File: src/rtl/hex_dbg_pkg.sv
// hex_dbg_pkg: shared seven-segment glyphs, display mode encoding and nibble decoder.
`timescale 1ns/1ps
`default_nettype none
package hex_dbg_pkg;

  localparam logic [6:0] SEG_BLANK = 7'h7F;

  // Active-low glyphs 0..F, bit 0 = segment a ... bit 6 = segment g
  localparam logic [15:0][6:0] SEG_GLYPH = {
    7'h0E, 7'h06, 7'h21, 7'h46, 7'h03, 7'h08, 7'h10, 7'h00,
    7'h78, 7'h02, 7'h12, 7'h19, 7'h30, 7'h24, 7'h79, 7'h40
  };

  typedef enum logic {MODE_MANUAL = 1'b0, MODE_AUTO = 1'b1} mode_e;

  function automatic logic [6:0] seg_of(input logic [3:0] nibble);
    return SEG_GLYPH[nibble];
  endfunction

endpackage
`default_nettype wire

File: src/rtl/hex_debug_mux_step_debounce.sv
// step_debounce: 2-FF synchroniser, stability counter and one-cycle pulse on accepted key press.
`timescale 1ns/1ps
`default_nettype none
module step_debounce #(
  parameter int DEB_CYCLES = 500000
) (
  input  logic clk,
  input  logic rst_n,
  input  logic key_n,
  output logic pulse
);

  localparam int CW = (DEB_CYCLES > 1) ? $clog2(DEB_CYCLES) : 1;
  localparam logic [CW-1:0] CNT_LAST = CW'(DEB_CYCLES - 1);

  logic          sync1;
  logic          sync2;
  logic          stable;
  logic [CW-1:0] cnt;

  // cnt tracks consecutive samples that disagree with the accepted level
  always_ff @(posedge clk or negedge rst_n) begin
    if (!rst_n) begin
      sync1  <= 1'b1;
      sync2  <= 1'b1;
      stable <= 1'b1;
      cnt    <= '0;
      pulse  <= 1'b0;
    end else begin
      sync1 <= key_n;
      sync2 <= sync1;
      pulse <= 1'b0;
      if (sync2 == stable) begin
        cnt <= '0;
      end else if (cnt == CNT_LAST) begin
        stable <= sync2;
        cnt    <= '0;
        pulse  <= stable;
      end else begin
        cnt <= cnt + 1'b1;
      end
    end
  end

endmodule
`default_nettype wire

File: src/rtl/hex_debug_mux.sv
// hex_debug_mux: channel select / auto-scroll / freeze viewer driving W/4 seven-segment digits.
// Define LEADING_ZERO_BLANK_EN to blank leading zero digits (digit 0 always shown).
`timescale 1ns/1ps
`default_nettype none
module hex_debug_mux
  import hex_dbg_pkg::*;
#(
  parameter int NCH           = 8,
  parameter int W             = 16,
  parameter int DEB_CYCLES    = 500000,
  parameter int SCROLL_CYCLES = 50000000,
  localparam int DIGITS       = W / 4,
  localparam int SEL_W        = $clog2(NCH)
) (
  input  logic                  Clock,
  input  logic                  Reset_n,
  input  logic [NCH*W-1:0]      Chan_Data,
  input  logic [SEL_W-1:0]      Sel,
  input  logic                  Mode,
  input  logic                  Step_n,
  input  logic                  Freeze,
  output logic [DIGITS*7-1:0]   Hex_Segs,
  output logic [SEL_W-1:0]      Cur_Chan,
  output logic                  Step_Pulse,
  output logic                  Frozen
);

  localparam int TW = (SCROLL_CYCLES > 1) ? $clog2(SCROLL_CYCLES) : 1;
  localparam logic [TW-1:0]    TIMER_LAST = TW'(SCROLL_CYCLES - 1);
  localparam logic [SEL_W-1:0] CHAN_LAST  = SEL_W'(NCH - 1);
  localparam logic [SEL_W:0]   NCH_EXT    = (SEL_W + 1)'(NCH);

  logic [W-1:0]        chan [NCH];
  logic [W-1:0]        live_data;
  logic [W-1:0]        shown_data;
  logic [W-1:0]        snapshot;
  logic [TW-1:0]       timer;
  logic [SEL_W-1:0]    sel_clamped;
  logic [SEL_W-1:0]    chan_next;
  logic                terminal;
  logic [DIGITS*7-1:0] seg_next;

  for (genvar k = 0; k < NCH; k++) begin : g_chan
    assign chan[k] = Chan_Data[k*W +: W];
  end

  step_debounce #(
    .DEB_CYCLES(DEB_CYCLES)
  ) u_step (
    .clk   (Clock),
    .rst_n (Reset_n),
    .key_n (Step_n),
    .pulse (Step_Pulse)
  );

  always_comb begin
    live_data   = chan[Cur_Chan];
    shown_data  = Frozen ? snapshot : live_data;
    sel_clamped = ({1'b0, Sel} >= NCH_EXT) ? CHAN_LAST : Sel;
    chan_next   = (Cur_Chan == CHAN_LAST) ? '0 : Cur_Chan + 1'b1;
    terminal    = (timer == TIMER_LAST);
  end

  // A step coinciding with the terminal count still advances only once
  always_ff @(posedge Clock or negedge Reset_n) begin
    if (!Reset_n) begin
      Cur_Chan <= '0;
      timer    <= '0;
    end else if (mode_e'(Mode) == MODE_MANUAL) begin
      Cur_Chan <= sel_clamped;
      timer    <= '0;
    end else if (Step_Pulse || terminal) begin
      Cur_Chan <= chan_next;
      timer    <= '0;
    end else begin
      timer <= timer + 1'b1;
    end
  end

  // Frozen doubles as the delayed Freeze level for rising-edge detection
  always_ff @(posedge Clock or negedge Reset_n) begin
    if (!Reset_n) begin
      Frozen   <= 1'b0;
      snapshot <= '0;
    end else begin
      Frozen <= Freeze;
      if (Freeze && !Frozen) begin
        snapshot <= live_data;
      end
    end
  end

  always_comb begin
`ifdef LEADING_ZERO_BLANK_EN
    logic lead_zero;
    lead_zero = 1'b1;
`endif
    seg_next = '0;
    for (int d = DIGITS - 1; d >= 0; d--) begin
`ifdef LEADING_ZERO_BLANK_EN
      lead_zero = lead_zero && (shown_data[d*4 +: 4] == 4'h0);
      seg_next[d*7 +: 7] = (lead_zero && d != 0) ? SEG_BLANK : seg_of(shown_data[d*4 +: 4]);
`else
      seg_next[d*7 +: 7] = seg_of(shown_data[d*4 +: 4]);
`endif
    end
  end

  always_ff @(posedge Clock or negedge Reset_n) begin
    if (!Reset_n) begin
      Hex_Segs <= {DIGITS{SEG_BLANK}};
    end else begin
      Hex_Segs <= seg_next;
    end
  end

endmodule
`default_nettype wire

File: config.mk
export PLATFORM = sky130hd
export DESIGN_NAME = hex_debug_mux
export DESIGN_NICKNAME = d
export VERILOG_FILES = /design/src/rtl/hex_dbg_pkg.sv /design/src/rtl/hex_debug_mux_step_debounce.sv /design/src/rtl/hex_debug_mux.sv
export SDC_FILE = /design/constraint.sdc
export NUM_CORES = 1
export LEC_CHECK = 0
export ABC_AREA = 1
export CORE_MARGIN = 10
export CORE_UTILIZATION = 35
export CTS_CLUSTER_DIAMETER = 120
export CTS_CLUSTER_SIZE = 40
export DETAILED_ROUTE_END_ITERATION = 6
export PLACE_DENSITY = 0.67
export SLEW_MARGIN = 20
export SYNTH_ARGS = -nofsm -noshare
export SYNTH_HDL_FRONTEND = slang
export SYNTH_SLANG_ARGS = --single-unit
File: constraint.sdc
create_clock -name Clock -period 1.9 [get_ports Clock]
set_input_delay 0.38 -clock Clock [delete_from_list [all_inputs] [get_ports Clock]]
set_output_delay 0.38 -clock Clock [all_outputs]
set_load 0.05 [all_outputs]
After elaboration in Yosys (flattened, before gate mapping)

Memories as Yosys holds them, arrays and structs flattened. A register that Yosys moved wholly into a read port is not among the register bits.
Index checks and enable logic that the tools add are counted.

Add/sub/neg operators: 3
Multiply operators: 0
Div/mod/pow operators: 0
Magnitude comparators: 1
Equal/unequal tests: 5
Shift operators: 0
Muxes and demuxes: 13
Bitwise operators: 2
Reductions and logical operators: 8

Operator list:

| kind                                                            | count |
|---|---|
| 26-bit 2-to-1 mux                                               | 2 |
| 16-bit binary-select mux with 3-bit select                      | 1 |
| 16-bit 2-to-1 mux                                               | 3 |
| 19-bit 2-to-1 mux                                               | 2 |
| 26-bit by 1-bit adder with 26-bit output, second input constant | 1 |
| 26-bit == test, second input constant                           | 1 |
| 19-bit by 1-bit adder with 19-bit output, second input constant | 1 |
| 19-bit == test, second input constant                           | 1 |
| 3-bit 2-to-1 mux                                                | 3 |
| 1-bit zero test                                                 | 5 |
| 4-bit greater-or-equal comparator, second input constant        | 1 |
| 3-bit NOT with 4-bit output                                     | 1 |
| 3-bit by 1-bit adder with 3-bit output, second input constant   | 1 |
| 3-bit == test, second input constant                            | 1 |
| 1-bit 2-to-1 mux                                                | 2 |
| 2-bit by 1-bit != test with 1-bit output, second input constant | 1 |
| 2-bit AND reduction                                             | 1 |
| 1-bit == test                                                   | 1 |
| 1-bit logical AND                                               | 1 |
| 1-bit logical OR                                                | 1 |
| 1-bit NOT                                                       | 1 |

Flip-flop bits (word level): 69
Bits in latches: 0
RAM bits: 0
Memory bits (read-only): 448
Input bits: 136
Output and inout port bits: 33
Word-level logic and storage cells: 45
Memories: 4

Memories:

| name            | words | bits a word | rd ports | clocked after memory_dff | wr ports | RTL line          | text |
|---|---|---|---|---|---|---|---|
| (no name shown) | 16    | 7           | 1        | 1                        | 0        | hex_dbg_pkg.sv:17 | `return SEG_GLYPH[nibble];` |
| (no name shown) | 16    | 7           | 1        | 1                        | 0        | hex_dbg_pkg.sv:17 |  |
| (no name shown) | 16    | 7           | 1        | 1                        | 0        | hex_dbg_pkg.sv:17 |  |
| (no name shown) | 16    | 7           | 1        | 1                        | 0        | hex_dbg_pkg.sv:17 |  |

Depth between registers and ports, before layout

Word-level depth: 5
Depth in mapped cells: 16
Gate-level depth less buffers: 14

Hierarchy

From an unflattened synthesis, not the netlist that was laid out.

Cell total of the unflattened synthesis: 1041
Area total of the unflattened synthesis: 6881.6 µm²

By module, submodules not included:

| module        | times used | cells an instance | area each (µm²) | seq. area each (µm²) |
|---|---|---|---|---|
| hex_debug_mux | 1          | 891               | 5660.4          | 1886.8 |
| step_debounce | 1          | 150               | 1221.2          | 579.3 |

Worst setup path after synthesis

OpenSTA, ideal clock, no wires.

Kind: reg2reg
Start: register Frozen
End: register Hex_Segs[26]
Arrival time: 2.093 ns
Data required time: 1.824 ns
Setup slack: -0.269 ns
Cell stages (with the launch flop): 12
Period minus slack after synthesis: 2.169 ns
Path through: dfrtp_1 -> buf_2 -> inv_2 -> buf_4 -> or2_2 -> nand2_1 -> inv_1 -> ha_1 -> nand3_1 -> nand2_1 -> nand2_1 -> nand2_1

Word-level cells in the longest chain between the ends: 1

Ends and longest elaborated chain:

| item                     | RTL line            | text |
|---|---|---|
| start: declaration       | hex_debug_mux.sv:25 | `output logic Frozen` |
| start signal: assignment | hex_debug_mux.sv:86 | `Frozen <= Freeze;` |
| 16-bit 2-to-1 mux        | hex_debug_mux.sv:58 | `shown_data = Frozen ? snapshot : live_data;` |
| end: declaration         | hex_debug_mux.sv:22 | `output logic [DIGITS*7-1:0] Hex_Segs,` |

No other way between the ends.
A chain may end at the register's enable or synchronous reset.

Worst setup path in the final report

Start: register Cur_Chan[0]
End: register Hex_Segs[19]

Word-level cells in the longest chain between the ends: 5

Ends and longest elaborated chain:

| item                                                  | RTL line            | text |
|---|---|---|
| start: declaration                                    | hex_debug_mux.sv:23 | `output logic [SEL_W-1:0] Cur_Chan,` |
| start signal: assignment                              | hex_debug_mux.sv:70 | `Cur_Chan <= sel_clamped;` |
| start signal: assignment                              | hex_debug_mux.sv:73 | `Cur_Chan <= chan_next;` |
| 3-bit NOT with 4-bit output (implied by the code)     | hex_debug_mux.sv:57 | `live_data = chan[Cur_Chan];` |
| 16-bit binary-select mux with 3-bit select            | hex_debug_mux.sv:57 |  |
| 16-bit 2-to-1 mux (implied by the code) (2 in series) | hex_debug_mux.sv:57 |  |
| 16-bit 2-to-1 mux                                     | hex_debug_mux.sv:58 |  |

No other way between the ends. The select of a mux whose other input is x is not followed.

==> impl_metrics.toml <==
[synth]
post_synth_main_area_contributors = "sky130_fd_sc_hd__dfrtp_1, sky130_fd_sc_hd__nand2_1, sky130_fd_sc_hd__dfstp_2"
postSynthNetCount = 1230
synth.cell_area_um2 = 7106
synthesis.area_per_instance_um2 = 6.666
syn_inst = 1066
synth-seq-cells = 97
seq_area_frac_synth = 0.3471
netlist.area_leader.share = 0.2324
synth.largest_area_cell = "sky130_fd_sc_hd__dfrtp_1"
yosysWarningCount = 0
synth.lib_cells_used.distinct = 38

[worst_setup_path]
register_to_register_setup_slack_ns = 0.007
path_cells = "inv_8, clkbuf_16, nand2_2, nand2_1, nand2_1, nand3_2, nand3_2, nand2_4, buf_6, ha_4, nand3_4, nand2_2, nand2_2, nand2_2"
worst_path_largest_cell_delay_ns = 0.47
r2r_cells = 14
timing.rr.start = "Cur_Chan[0]"
r2r_end = "Hex_Segs[19]"
timing_startpoint_of_the_critical_path = "Cur_Chan[0]"
critPathKind = "reg2reg"
worstPathMaxFanout = 8
startpoint_class_of_the_critical_path = "register"
cp_data_arrival_time_ns = 2.19
slowest_stage = "sky130_fd_sc_hd__dfrtp_2"
critical_path_required_ns = 2.20
timing.critical_path.mode_cell = "sky130_fd_sc_hd__nand2_2"
end_kind = "register"

[sta]
timing.slew.headroom = 0.6444
totalNegativeSetupSlack_ns = 0
final-hold-violation-count = 2
max_freq_ghz = 0.5282
min_period_over_period = 0.9964
max_slew.worst_pin.slew_ns = 0.5334
finalSetupViolations = 0
rsz0062_at_grt = "yes"
final.hold.worst_slack_ns = -0.004125
finalClockSkew_ns = 0.006930
number_of_pins_exceeding_their_max_slew_limit_in_the_final_report = 0
post-route-min-period_ns = 1.893

[detailed_routing]
vias = 7540
finalWirelength_um = 23680
wl_per_cell_um = 15.10
detailedRoute.firstIterationViolations = 426
via_per_inst = 4.809
drtAntennaViolNets = 0
detailedRoute.firstPassIterationCount = 5
drt_drc_violations_left = 0

[hold_path]
timing.hold.worst.class = "in2async"

[floorplanning]
io_pins = 169
row_count = 52
fp.dieH_um = 162.5
starting_density_of_the_core = 0.3534
area_of_the_die_um2 = 26400
die_w_um = 162.5
core_region_area_um2 = 20100

[global_route]
global_route.overflow_total = 0
via_count_of_the_first_global_routing_pass = 7226
grt_max_degree = 38
wire_length_of_the_first_global_routing_pass_um = 36320
grt_use_total = 0.1686
antenna_found_initial = 0

[clock_network]
holdBufCountCts = 0
ctsRootBufferMaster = "sky130_fd_sc_hd__clkbuf_16"
clk_path_buf_depth = 2
path_clk_slew_ns = 0.07
htree_num_levels = 3
cts_tree = "done"
insertion_delay_ns = 0.35
clkSinkCount = 97
tritoncts.num_buffers = 9

[power_and_ir_drop]
vdd_drop_max_mv = 0.5308
power.leakage_nw = 5.171
power_density_nw_per_um2 = 873.6

[final_layout]
layout-drive-gt1-share = 0.3120
area_delta_synth_final_pct = 55.73
layout.filler_cells = 1878
fin_nets = 1457
insertedDiodeCount = 0
multi_input_area_um2 = 4880
ff_latch_area_um2 = 2471

[run_status]
violations = "negative hold slack"
outcome = "finished with violations"

[flow_run]
timing.max_cap.violations = 0

[place]
gp_routability_congestion = 0.9261
port_buffers = 168
place.detailed.hpwl_um = 17320
[final cells by class]
type / instances / share of cell area
flip-flops and latches: 97 / 0.2233
clock buffers: 9 / 0.02035
multi-input cells: 794 / 0.4410
well taps: 270 / 0.03053
inverters: 137 / 0.04986
repair buffers: 254 / 0.2286
clock inverters: 7 / 0.006332
[metrics by stage]
step                  util  setup WS [ns]  cell area, um^2  instances  total power, mW
CTS                 0.4928       -0.06260             9907       1549            8.784
global placement    0.4655        -0.2021             9358       1522            6.659
detailed placement  0.4655        -0.2230             9358       1522            6.686
finish              0.5504       0.006777            11070       1568            9.667
floorplan                -       0.006398             7167       1066            5.249
global route        0.5504        -0.1017            11070       1568            10.25
[synth_stat cells, drive strengths merged]
master,count
nand3b,4
o21a,2
clkinv,2
nor4,2
a31o,1
or2,14
clkbuf,9
o31ai,1
a31oi,3
xnor2,3
and2,1
nand4,19
ha,28
o21bai,2
nand3,140
nand2,371
a21boi,4
a21oi,6
dfstp,31
o21ai,41
nor3,32
inv,135
nor2,107
buf,29
xor2,13
dfrtp,66
[per-layer routing]
| layer | track usage | vias to the layer above | share of wire | routed length [um] |
|---|---|---|---|---|
| li1 | - | 3808 | - | - |
| met1 | 0.2020 | 3504 | 0.42 | 9915 |
| met2 | 0.2830 | 202 | 0.49 | 11650 |
| met3 | 0.06370 | 26 | 0.077 | 1822 |
| met4 | 0.03267 | 0 | 0.012 | 293 |
| met5 | 0 | - | 0 | 0 |
[layout by cell type (no fill, tap or decap), types with 6 or more instances in the layout]
cell type	n
sky130_fd_sc_hd__inv_2	6
sky130_fd_sc_hd__clkdlybuf4s50_1	134
sky130_fd_sc_hd__nor3_1	31
sky130_fd_sc_hd__dfrtp_1	62
sky130_fd_sc_hd__nand3_2	62
sky130_fd_sc_hd__xor2_1	13
sky130_fd_sc_hd__buf_12	12
sky130_fd_sc_hd__nand2_1	274
sky130_fd_sc_hd__nand4_1	19
sky130_fd_sc_hd__buf_4	88
sky130_fd_sc_hd__inv_1	120
sky130_fd_sc_hd__o21ai_0	24
sky130_fd_sc_hd__buf_6	14
sky130_fd_sc_hd__clkbuf_16	13
sky130_fd_sc_hd__o21ai_1	9
sky130_fd_sc_hd__nand2_2	66
sky130_fd_sc_hd__nor2_1	100
sky130_fd_sc_hd__or2_2	10
sky130_fd_sc_hd__dfstp_2	31
sky130_fd_sc_hd__ha_2	7
sky130_fd_sc_hd__ha_4	16
sky130_fd_sc_hd__nand3_4	6
sky130_fd_sc_hd__a21oi_1	6
sky130_fd_sc_hd__nand2_4	29
sky130_fd_sc_hd__nand3_1	72
[repair_timing]
| item | 4_1_cts | 5_1_grt |
|---|---|---|
| buffers inserted | 9 | 17 |
| setup endpoints to repair | 24 | 28 |
| gates cloned | 2 | 4 |
| pin swaps | 16 | 109 |
| resized for setup | 34 | 236 |
[registers in the layout, indices dropped and copies added (netlist names)]
signal         count
snapshot          16
u_step.stable      1
Hex_Segs          28
Frozen             1
timer             26
Cur_Chan           3
u_step.sync1       1
u_step.pulse       1
u_step.cnt        19
u_step.sync2       1
[worst max-delay path: cells and delay by family (launching register included)]
kind	cells	cell delay [ns]
AND/OR/NAND/NOR	10	0.78
flip-flops	1	0.47
buffers and inverters	3	0.42
adder cells (fa/ha/maj)	1	0.14
[worst max path at each step]
| stage | to | slack [ns] | depth (start not counted) |
|---|---|---|---|
| floorplan | Hex_Segs[17] | 0.006 | 14 |
| global placement | Hex_Segs[3] | -0.20 | 12 |
| detailed placement | Hex_Segs[19] | -0.22 | 14 |
| CTS | Hex_Segs[10] | -0.06 | 13 |
| global route | Hex_Segs[18] | -0.10 | 14 |
| finish | Hex_Segs[19] | 0.007 | 14 |
[cells by family after synthesis]
group	share of synthesized area
buffers and inverters	0.1065
adders and majority gates	0.04931
and+or+nand+nor	0.4272
AOI/OAI and AO/OA	0.05018
xor gates and xnor gates	0.01972
DFF	0.3471
[power breakdown]
part / leakage, nW / internal [mW] / total, mW / switching [mW]
clock network: 0.147 / 1.02 / 1.86 / 0.836
logic: 3.82 / 2.03 / 5.11 / 3.08
registers: 1.20 / 2.54 / 2.70 / 0.152
Note: power is estimated with default switching activity, not from simulation.
